<file path="config.mk">
export PLATFORM = sky130hd
export DESIGN_NAME = sram_arbiter
export DESIGN_NICKNAME = d
export VERILOG_FILES = /design/src/rtl/sram_arbiter.sv
export SDC_FILE = /design/constraint.sdc
export NUM_CORES = 1
export LEC_CHECK = 0
export ABC_AREA = 1
export BUFFER_PORTS_ARGS = -buffer_cell sky130_fd_sc_hd__buf_2
export CORE_UTILIZATION = 45
export DETAILED_ROUTE_END_ITERATION = 8
export PLACE_DENSITY_LB_ADDON = 0.2
export REMOVE_ABC_BUFFERS = 1
export SKIP_CTS_REPAIR_TIMING = 1
export SYNTH_ARGS = -nofsm -noshare
export SYNTH_HDL_FRONTEND = slang
export SYNTH_SLANG_ARGS = --single-unit
</file>
<file path="constraint.sdc">
create_clock -name clk25 -period 1.85 [get_ports clk25]
set_clock_uncertainty 0.2 [all_clocks]
set_input_delay 0.185 -clock clk25 [delete_from_list [all_inputs] [get_ports clk25]]
set_output_delay 0.185 -clock clk25 [all_outputs]
set_load 0.05 [all_outputs]
</file>
<file path="src/rtl/sram_arbiter.sv">
// Three-way arbiter for a 16-bit asynchronous SRAM: video, CPU and JTAG loader.
// Each access is a fixed IDLE -> ACC -> END sequence with fully registered SRAM strobes.
module sram_arbiter #(
    parameter int ADDR_W = 18
) (
    input  logic              clk25,
    input  logic              reset_n,
    input  logic              vid_req,
    input  logic [ADDR_W-1:0] vid_addr,
    output logic              vid_ack,
    input  logic              cpu_req,
    input  logic              cpu_we,
    input  logic [1:0]        cpu_be,
    input  logic [ADDR_W-1:0] cpu_addr,
    input  logic [15:0]       cpu_wdata,
    output logic              cpu_ack,
    input  logic              jtg_req,
    input  logic              jtg_we,
    input  logic [1:0]        jtg_be,
    input  logic [ADDR_W-1:0] jtg_addr,
    input  logic [15:0]       jtg_wdata,
    output logic              jtg_ack,
    output logic [15:0]       rdata,
    output logic [ADDR_W-1:0] ram_addr,
    input  logic [15:0]       ram_dq_i,
    output logic [15:0]       ram_dq_o,
    output logic              ram_dq_oe,
    output logic              ram_ce_n,
    output logic              ram_oe_n,
    output logic              ram_we_n,
    output logic              ram_lb_n,
    output logic              ram_ub_n,
    output logic [1:0]        owner
);

    typedef enum logic [1:0] {
        S_IDLE = 2'd0,
        S_ACC  = 2'd1,
        S_END  = 2'd2
    } state_t;

    localparam logic [1:0] OWN_NONE = 2'd0;
    localparam logic [1:0] OWN_VID  = 2'd1;
    localparam logic [1:0] OWN_CPU  = 2'd2;
    localparam logic [1:0] OWN_JTG  = 2'd3;

    // Round-robin pointer between CPU (0) and JTAG (1).
    localparam logic PTR_CPU = 1'b0;
    localparam logic PTR_JTG = 1'b1;

    state_t            state_q, state_d;
    logic              ptr_q, ptr_d;
    logic [1:0]        owner_q, owner_d;
    logic              we_q, we_d;
    logic [ADDR_W-1:0] addr_q, addr_d;
    logic [15:0]       dq_o_q, dq_o_d;
    logic              dq_oe_q, dq_oe_d;
    logic              ce_n_q, ce_n_d;
    logic              oe_n_q, oe_n_d;
    logic              we_n_q, we_n_d;
    logic              lb_n_q, lb_n_d;
    logic              ub_n_q, ub_n_d;
    logic [15:0]       rdata_q, rdata_d;
    logic              vid_ack_q, vid_ack_d;
    logic              cpu_ack_q, cpu_ack_d;
    logic              jtg_ack_q, jtg_ack_d;

    logic              grant;
    logic [1:0]        win_code;
    logic              win_we;
    logic [1:0]        win_be;
    logic [ADDR_W-1:0] win_addr;
    logic [15:0]       win_wdata;

    // Winner selection from the requests sampled at this edge.
    always_comb begin
        grant     = 1'b0;
        win_code  = OWN_NONE;
        win_we    = 1'b0;
        win_be    = 2'b11;
        win_addr  = '0;
        win_wdata = '0;
        ptr_d     = ptr_q;
        if (vid_req) begin
            grant    = 1'b1;
            win_code = OWN_VID;
            win_addr = vid_addr;
        end else if (cpu_req && (!jtg_req || ptr_q == PTR_CPU)) begin
            grant     = 1'b1;
            win_code  = OWN_CPU;
            win_we    = cpu_we;
            win_be    = cpu_be;
            win_addr  = cpu_addr;
            win_wdata = cpu_wdata;
            ptr_d     = PTR_JTG;
        end else if (jtg_req) begin
            grant     = 1'b1;
            win_code  = OWN_JTG;
            win_we    = jtg_we;
            win_be    = jtg_be;
            win_addr  = jtg_addr;
            win_wdata = jtg_wdata;
            ptr_d     = PTR_CPU;
        end
    end

    always_comb begin
        state_d   = state_q;
        owner_d   = owner_q;
        we_d      = we_q;
        addr_d    = addr_q;
        dq_o_d    = dq_o_q;
        dq_oe_d   = dq_oe_q;
        ce_n_d    = 1'b1;
        oe_n_d    = 1'b1;
        we_n_d    = 1'b1;
        lb_n_d    = 1'b1;
        ub_n_d    = 1'b1;
        rdata_d   = rdata_q;
        vid_ack_d = 1'b0;
        cpu_ack_d = 1'b0;
        jtg_ack_d = 1'b0;
        case (state_q)
            S_IDLE: begin
                owner_d = OWN_NONE;
                dq_oe_d = 1'b0;
                if (grant) begin
                    state_d = S_ACC;
                    owner_d = win_code;
                    we_d    = win_we;
                    addr_d  = win_addr;
                    dq_o_d  = win_wdata;
                    dq_oe_d = win_we;
                    ce_n_d  = 1'b0;
                    oe_n_d  = win_we;
                    we_n_d  = !win_we;
                    lb_n_d  = !win_be[0];
                    ub_n_d  = !win_be[1];
                end
            end
            S_ACC: begin
                state_d = S_END;
                if (!we_q) begin
                    rdata_d = ram_dq_i;
                end
                vid_ack_d = (owner_q == OWN_VID);
                cpu_ack_d = (owner_q == OWN_CPU);
                jtg_ack_d = (owner_q == OWN_JTG);
            end
            S_END: begin
                // Write data stays driven through END for hold time, released here.
                state_d = S_IDLE;
                owner_d = OWN_NONE;
                dq_oe_d = 1'b0;
            end
            default: begin
                state_d = S_IDLE;
                owner_d = OWN_NONE;
                dq_oe_d = 1'b0;
            end
        endcase
    end

    always_ff @(posedge clk25 or negedge reset_n) begin
        if (!reset_n) begin
            state_q   <= S_IDLE;
            ptr_q     <= PTR_CPU;
            owner_q   <= OWN_NONE;
            we_q      <= 1'b0;
            addr_q    <= '0;
            dq_o_q    <= '0;
            dq_oe_q   <= 1'b0;
            ce_n_q    <= 1'b1;
            oe_n_q    <= 1'b1;
            we_n_q    <= 1'b1;
            lb_n_q    <= 1'b1;
            ub_n_q    <= 1'b1;
            rdata_q   <= '0;
            vid_ack_q <= 1'b0;
            cpu_ack_q <= 1'b0;
            jtg_ack_q <= 1'b0;
        end else begin
            state_q   <= state_d;
            ptr_q     <= (state_q == S_IDLE) ? ptr_d : ptr_q;
            owner_q   <= owner_d;
            we_q      <= we_d;
            addr_q    <= addr_d;
            dq_o_q    <= dq_o_d;
            dq_oe_q   <= dq_oe_d;
            ce_n_q    <= ce_n_d;
            oe_n_q    <= oe_n_d;
            we_n_q    <= we_n_d;
            lb_n_q    <= lb_n_d;
            ub_n_q    <= ub_n_d;
            rdata_q   <= rdata_d;
            vid_ack_q <= vid_ack_d;
            cpu_ack_q <= cpu_ack_d;
            jtg_ack_q <= jtg_ack_d;
        end
    end

    assign vid_ack   = vid_ack_q;
    assign cpu_ack   = cpu_ack_q;
    assign jtg_ack   = jtg_ack_q;
    assign rdata     = rdata_q;
    assign ram_addr  = addr_q;
    assign ram_dq_o  = dq_o_q;
    assign ram_dq_oe = dq_oe_q;
    assign ram_ce_n  = ce_n_q;
    assign ram_oe_n  = oe_n_q;
    assign ram_we_n  = we_n_q;
    assign ram_lb_n  = lb_n_q;
    assign ram_ub_n  = ub_n_q;
    assign owner     = owner_q;

endmodule

</file>
==> impl_table.tex <==
\begin{tabular}{lr}
\hline
Metric & Value \\
\hline
\multicolumn{2}{l}{\textbf{Status}} \\
\quad Status & complete, but fails checks \\
\quad Violations in the final reports & hold timing \\
\multicolumn{2}{l}{\textbf{Global routing}} \\
\quad Layer with the highest usage after global routing & met2 \\
\quad GR met2 Demand/Resource & between 40\% and 50\% \\
\quad Global Route met1 Usage & 29.31\% \\
\quad Number of antenna violations at the first check in global routing & 0 \\
\quad Met3 track demand over resource & 3.770\% \\
\quad Via count of the first global-routing pass & 3233 \\
\quad GRT Util Overall & a little under a quarter \\
\quad Global-route wire length before repair & around 14 mm \\
\quad Maximum number of pins on one net before global-route repair & 66 \\
\quad Global route overflow & 0 \\
\multicolumn{2}{l}{\textbf{STA}} \\
\quad Finish-stage setup viols & 0 \\
\quad Final worst-path setup slack & 0.2348 ns \\
\quad Post-route fraction of the period consumed by the critical path & between 80 and 90\% \\
\quad Headroom to the max-slew limit & about 64\% \\
\quad Total Negative Setup Slacks & 0 ns \\
\quad Fmax achieved & roughly 620 MHz \\
\quad Final Critical Period & approximately 1.6 ns \\
\quad Unrepaired setup endpoints after global routing & false \\
\quad Hold Worst Slack & -0.03259 ns \\
\quad Number of pins with negative max-slew slack in the final report & 0 \\
\quad Hold Fails Final Rpt & 25 \\
\quad Tightest Pin Transition & 0.5372 ns \\
\multicolumn{2}{l}{\textbf{Critical path}} \\
\quad Data arrival time of the worst path & between 1.5 and 2 ns \\
\quad Maximum net fanout on the critical path & 16 \\
\quad Worst r2r dst & rdata[10]\$\_DFFE\_PN0P\_ \\
\quad Critical path type & reg -> reg \\
\quad Critical path's most frequent cell & sky130\_fd\_sc\_hd\_\_nand2\_1 \\
\quad Capturing element type of the critical path & register \\
\quad Critical-path cell with the highest stage delay & sky130\_fd\_sc\_hd\_\_dfrtp\_1 \\
\quad List of cells traversed by the critical path & nor2\_2 > nand2\_1 > nand2\_1 > nand2\_1 \\
\quad Startpoint of the lowest-slack register-to-register path & state\_q[1]\$\_DFFE\_PN0P\_ \\
\quad Startpoint types & register \\
\quad Minimum setup slack among reg-to-reg paths & around 0.23 ns \\
\quad Required @ worst endpoint & approximately 1.9 ns \\
\quad Largest stage delay, worst path & 0.42 ns \\
\quad Number of cells on the worst reg-to-reg path & 4 \\
\multicolumn{2}{l}{\textbf{Yosys}} \\
\quad Share of synthesized registers carrying an async set or reset & 100.0\% \\
\quad Yosys warnings & 0 \\
\quad Cell taking the most area after synthesis & sky130\_fd\_sc\_hd\_\_dfrtp\_1 \\
\quad Proportion of netlist area held by the largest area contributor & 45.35\% \\
\quad Flip-flop cell with the highest count after synthesis & sky130\_fd\_sc\_hd\_\_dfrtp\_1 \\
\quad Proportion of synthesized chip area in sequential cells & roughly half \\
\quad Distinct cells, synth & 19 \\
\quad Flip-flop and latch count after synthesis & 65 \\
\quad Number of enable flip-flop cells after synthesis & 0 \\
\quad Syn Std Cell Area & around 3300 um2 \\
\quad Syn\_area\_per\_cell & 7.120 um2 \\
\quad Cell types occupying the most area after synthesis & sky130\_fd\_sc\_hd\_\_dfrtp\_1, sky130\_fd\_sc\_hd\_\_nand2\_1, sky130\_fd\_sc\_hd\_\_nand3\_1 \\
\quad Cells after synthesis & $\sim$470 \\
\multicolumn{2}{l}{\textbf{Drt}} \\
\quad Drc violations & 0 \\
\quad Vias after detailed routing & approximately 3.7k \\
\quad 1st-pass router iterations & 4 \\
\quad Via count normalized by instance count & about 4.8 \\
\quad Total wire length & 9.529 mm \\
\quad Routed wire per std cell & roughly 12 um \\
\quad Final ANT Viol Nets & 0 \\
\quad Violation count after the first detailed-route iteration & 132 \\
\multicolumn{2}{l}{\textbf{Layout}} \\
\quad Layout cells sized above 1 & a little under a third \\
\quad Cell Count, Final, Fillers Out & 775 \\
\quad Final non-filler cell area & $\sim$4900 um2 \\
\quad Post-layout util & a little over two thirds \\
\quad Area growth, synth to finish & 47.05\% \\
\quad Commonest cells after routing, fill and taps aside & sky130\_fd\_sc\_hd\_\_nand2\_1, sky130\_fd\_sc\_hd\_\_buf\_2, sky130\_fd\_sc\_hd\_\_nand3\_1 \\
\quad Number of antenna cells inserted & 0 \\
\quad Fin nets & slightly below 800 \\
\quad Most common library cell in the layout ignoring fill and taps & sky130\_fd\_sc\_hd\_\_nand2\_1 \\
\multicolumn{2}{l}{\textbf{CTS}} \\
\quad Number of clock sinks seen by CTS & between 60 and 70 \\
\quad CTS root buf & sky130\_fd\_sc\_hd\_\_clkbuf\_8 \\
\quad CTS tree & done \\
\quad Number of buffers created by CTS & 9 \\
\quad Number of H-tree levels & 3 \\
\quad Clock edge transition at the registers on the reported setup and hold paths & approximately 0.080 ns \\
\quad Buffer levels on the longest clock path & 2 \\
\quad Worst-skew pair later-pin latency & roughly 0.33 ns \\
\multicolumn{2}{l}{\textbf{Floorplan}} \\
\quad \# IOs & about 170 \\
\quad Placeable core region & 6944 um2 \\
\quad Die Y-Extent & about 90 um \\
\quad Number of cell rows & 30 \\
\quad Width of the die & $\sim$88 um \\
\quad Initial Util & around 48\% \\
\quad Die footprint & approximately 7700 um2 \\
\multicolumn{2}{l}{\textbf{Power and ir drop}} \\
\quad Power per unit of standard cell area & around 1700 nW/um2 \\
\quad Total chip power & about 8.3 mW \\
\quad IR drop worst, VDD & 0.7524 mV \\
\quad Reported leakage power & around 2.9 nW \\
\multicolumn{2}{l}{\textbf{Placed design}} \\
\quad Number of placed cells counting well taps & 717 \\
\quad Input/output buffers & 173 \\
\quad Placed wire-length estimate & 6.239 mm \\
\quad Place WS & $\sim$0.24 ns \\
\quad Final weighted congestion in routability-driven placement & between 0.7 and 0.8 \\
\quad Dpl cell area & between 4000 and 5000 um2 \\
\multicolumn{2}{l}{\textbf{Worst hold path}} \\
\quad Type of the tightest min-delay check & in -> reg \\
\quad Hold Path Sink & ram\_dq\_o[10]\$\_DFFE\_PN0P\_ \\
\quad Origin of the worst min-delay path & jtg\_wdata[10] \\
\quad Instance count along the most critical hold path & 5 \\
\multicolumn{2}{l}{\textbf{Run}} \\
\quad Max\_cap viols & 0 \\
\hline
\end{tabular}
==> metal layers <==
metal / wire (um) / share of wire, % / up-vias
met5: 0 / 0 / -
met4: 191 / 2.0 / 0
met3: 489 / 5.1 / 17
met2: 4714 / 49 / 134
met1: 4134 / 43 / 1717
li1: - / - / 1847
==> where the power goes <==
part / internal, mW / leakage (nW) / switching [mW]
clock: 0.633 / 0.104 / 0.586
sequential: 2.09 / 0.817 / 0.342
combinational: 1.13 / 2.00 / 3.54
total: 3.86 / 2.92 / 4.47
==> how the worst max path moves through the flow <==
stage,start,endpoint,cells after the start
final,state_q[1]$_DFFE_PN0P_,rdata[10]$_DFFE_PN0P_,4
after global routing,state_q[0]$_DFFE_PN0P_,rdata[13]$_DFFE_PN0P_,5
after CTS,state_q[1]$_DFFE_PN0P_,rdata[10]$_DFFE_PN0P_,4
after detailed placement,state_q[0]$_DFFE_PN0P_,rdata[10]$_DFFE_PN0P_,5
after global placement,jtg_req,we_q$_DFFE_PN0P_,7
after floorplan,ptr_q$_DFFE_PN0P_,ram_dq_o[0]$_DFFE_PN0P_,7
==> flip-flops by register name (all words and copies together), names as in the netlist, 2 cells and up <==
signal and cells:
rdata 16, ram_dq_o 16, ram_addr 18, owner 2, state_q 2
==> critical path: cells and delay by family, from the launching register on <==
kind	cells	cell delay, ns
simple gates	4	0.89
flops	1	0.42
==> cell usage after synthesis (2+ instances only) <==
cell                       instances
sky130_fd_sc_hd__buf_2            14
sky130_fd_sc_hd__buf_4             6
sky130_fd_sc_hd__buf_6             3
sky130_fd_sc_hd__clkbuf_1          4
sky130_fd_sc_hd__dfrtp_1          60
sky130_fd_sc_hd__dfstp_2           5
sky130_fd_sc_hd__inv_1            23
sky130_fd_sc_hd__inv_2             4
sky130_fd_sc_hd__nand2_1         223
sky130_fd_sc_hd__nand2_2           2
sky130_fd_sc_hd__nand3_1          72
sky130_fd_sc_hd__nor2_1           40
sky130_fd_sc_hd__o21ai_0           2
sky130_fd_sc_hd__o21ai_1           2
==> cell families after synthesis <==
family	after synthesis	share of synthesized area, %
AO/OA/AOI/OAI	4	0.6047
flip-flops	65	49.32
buffers and inverters	55	8.125
AND/OR/NAND/NOR	341	41.95
==> final cells by class <==
cell class              count  area (um2)
well taps                  96       120.1
repair buffers            225        1399
inverters                  28       105.1
multi-input cells         345        1409
flip-flops and latches     65        1633
fillers                   613        2076
clock inverters             7       78.83
clock buffers               9       123.9
(Power assumes the default switching activity.)
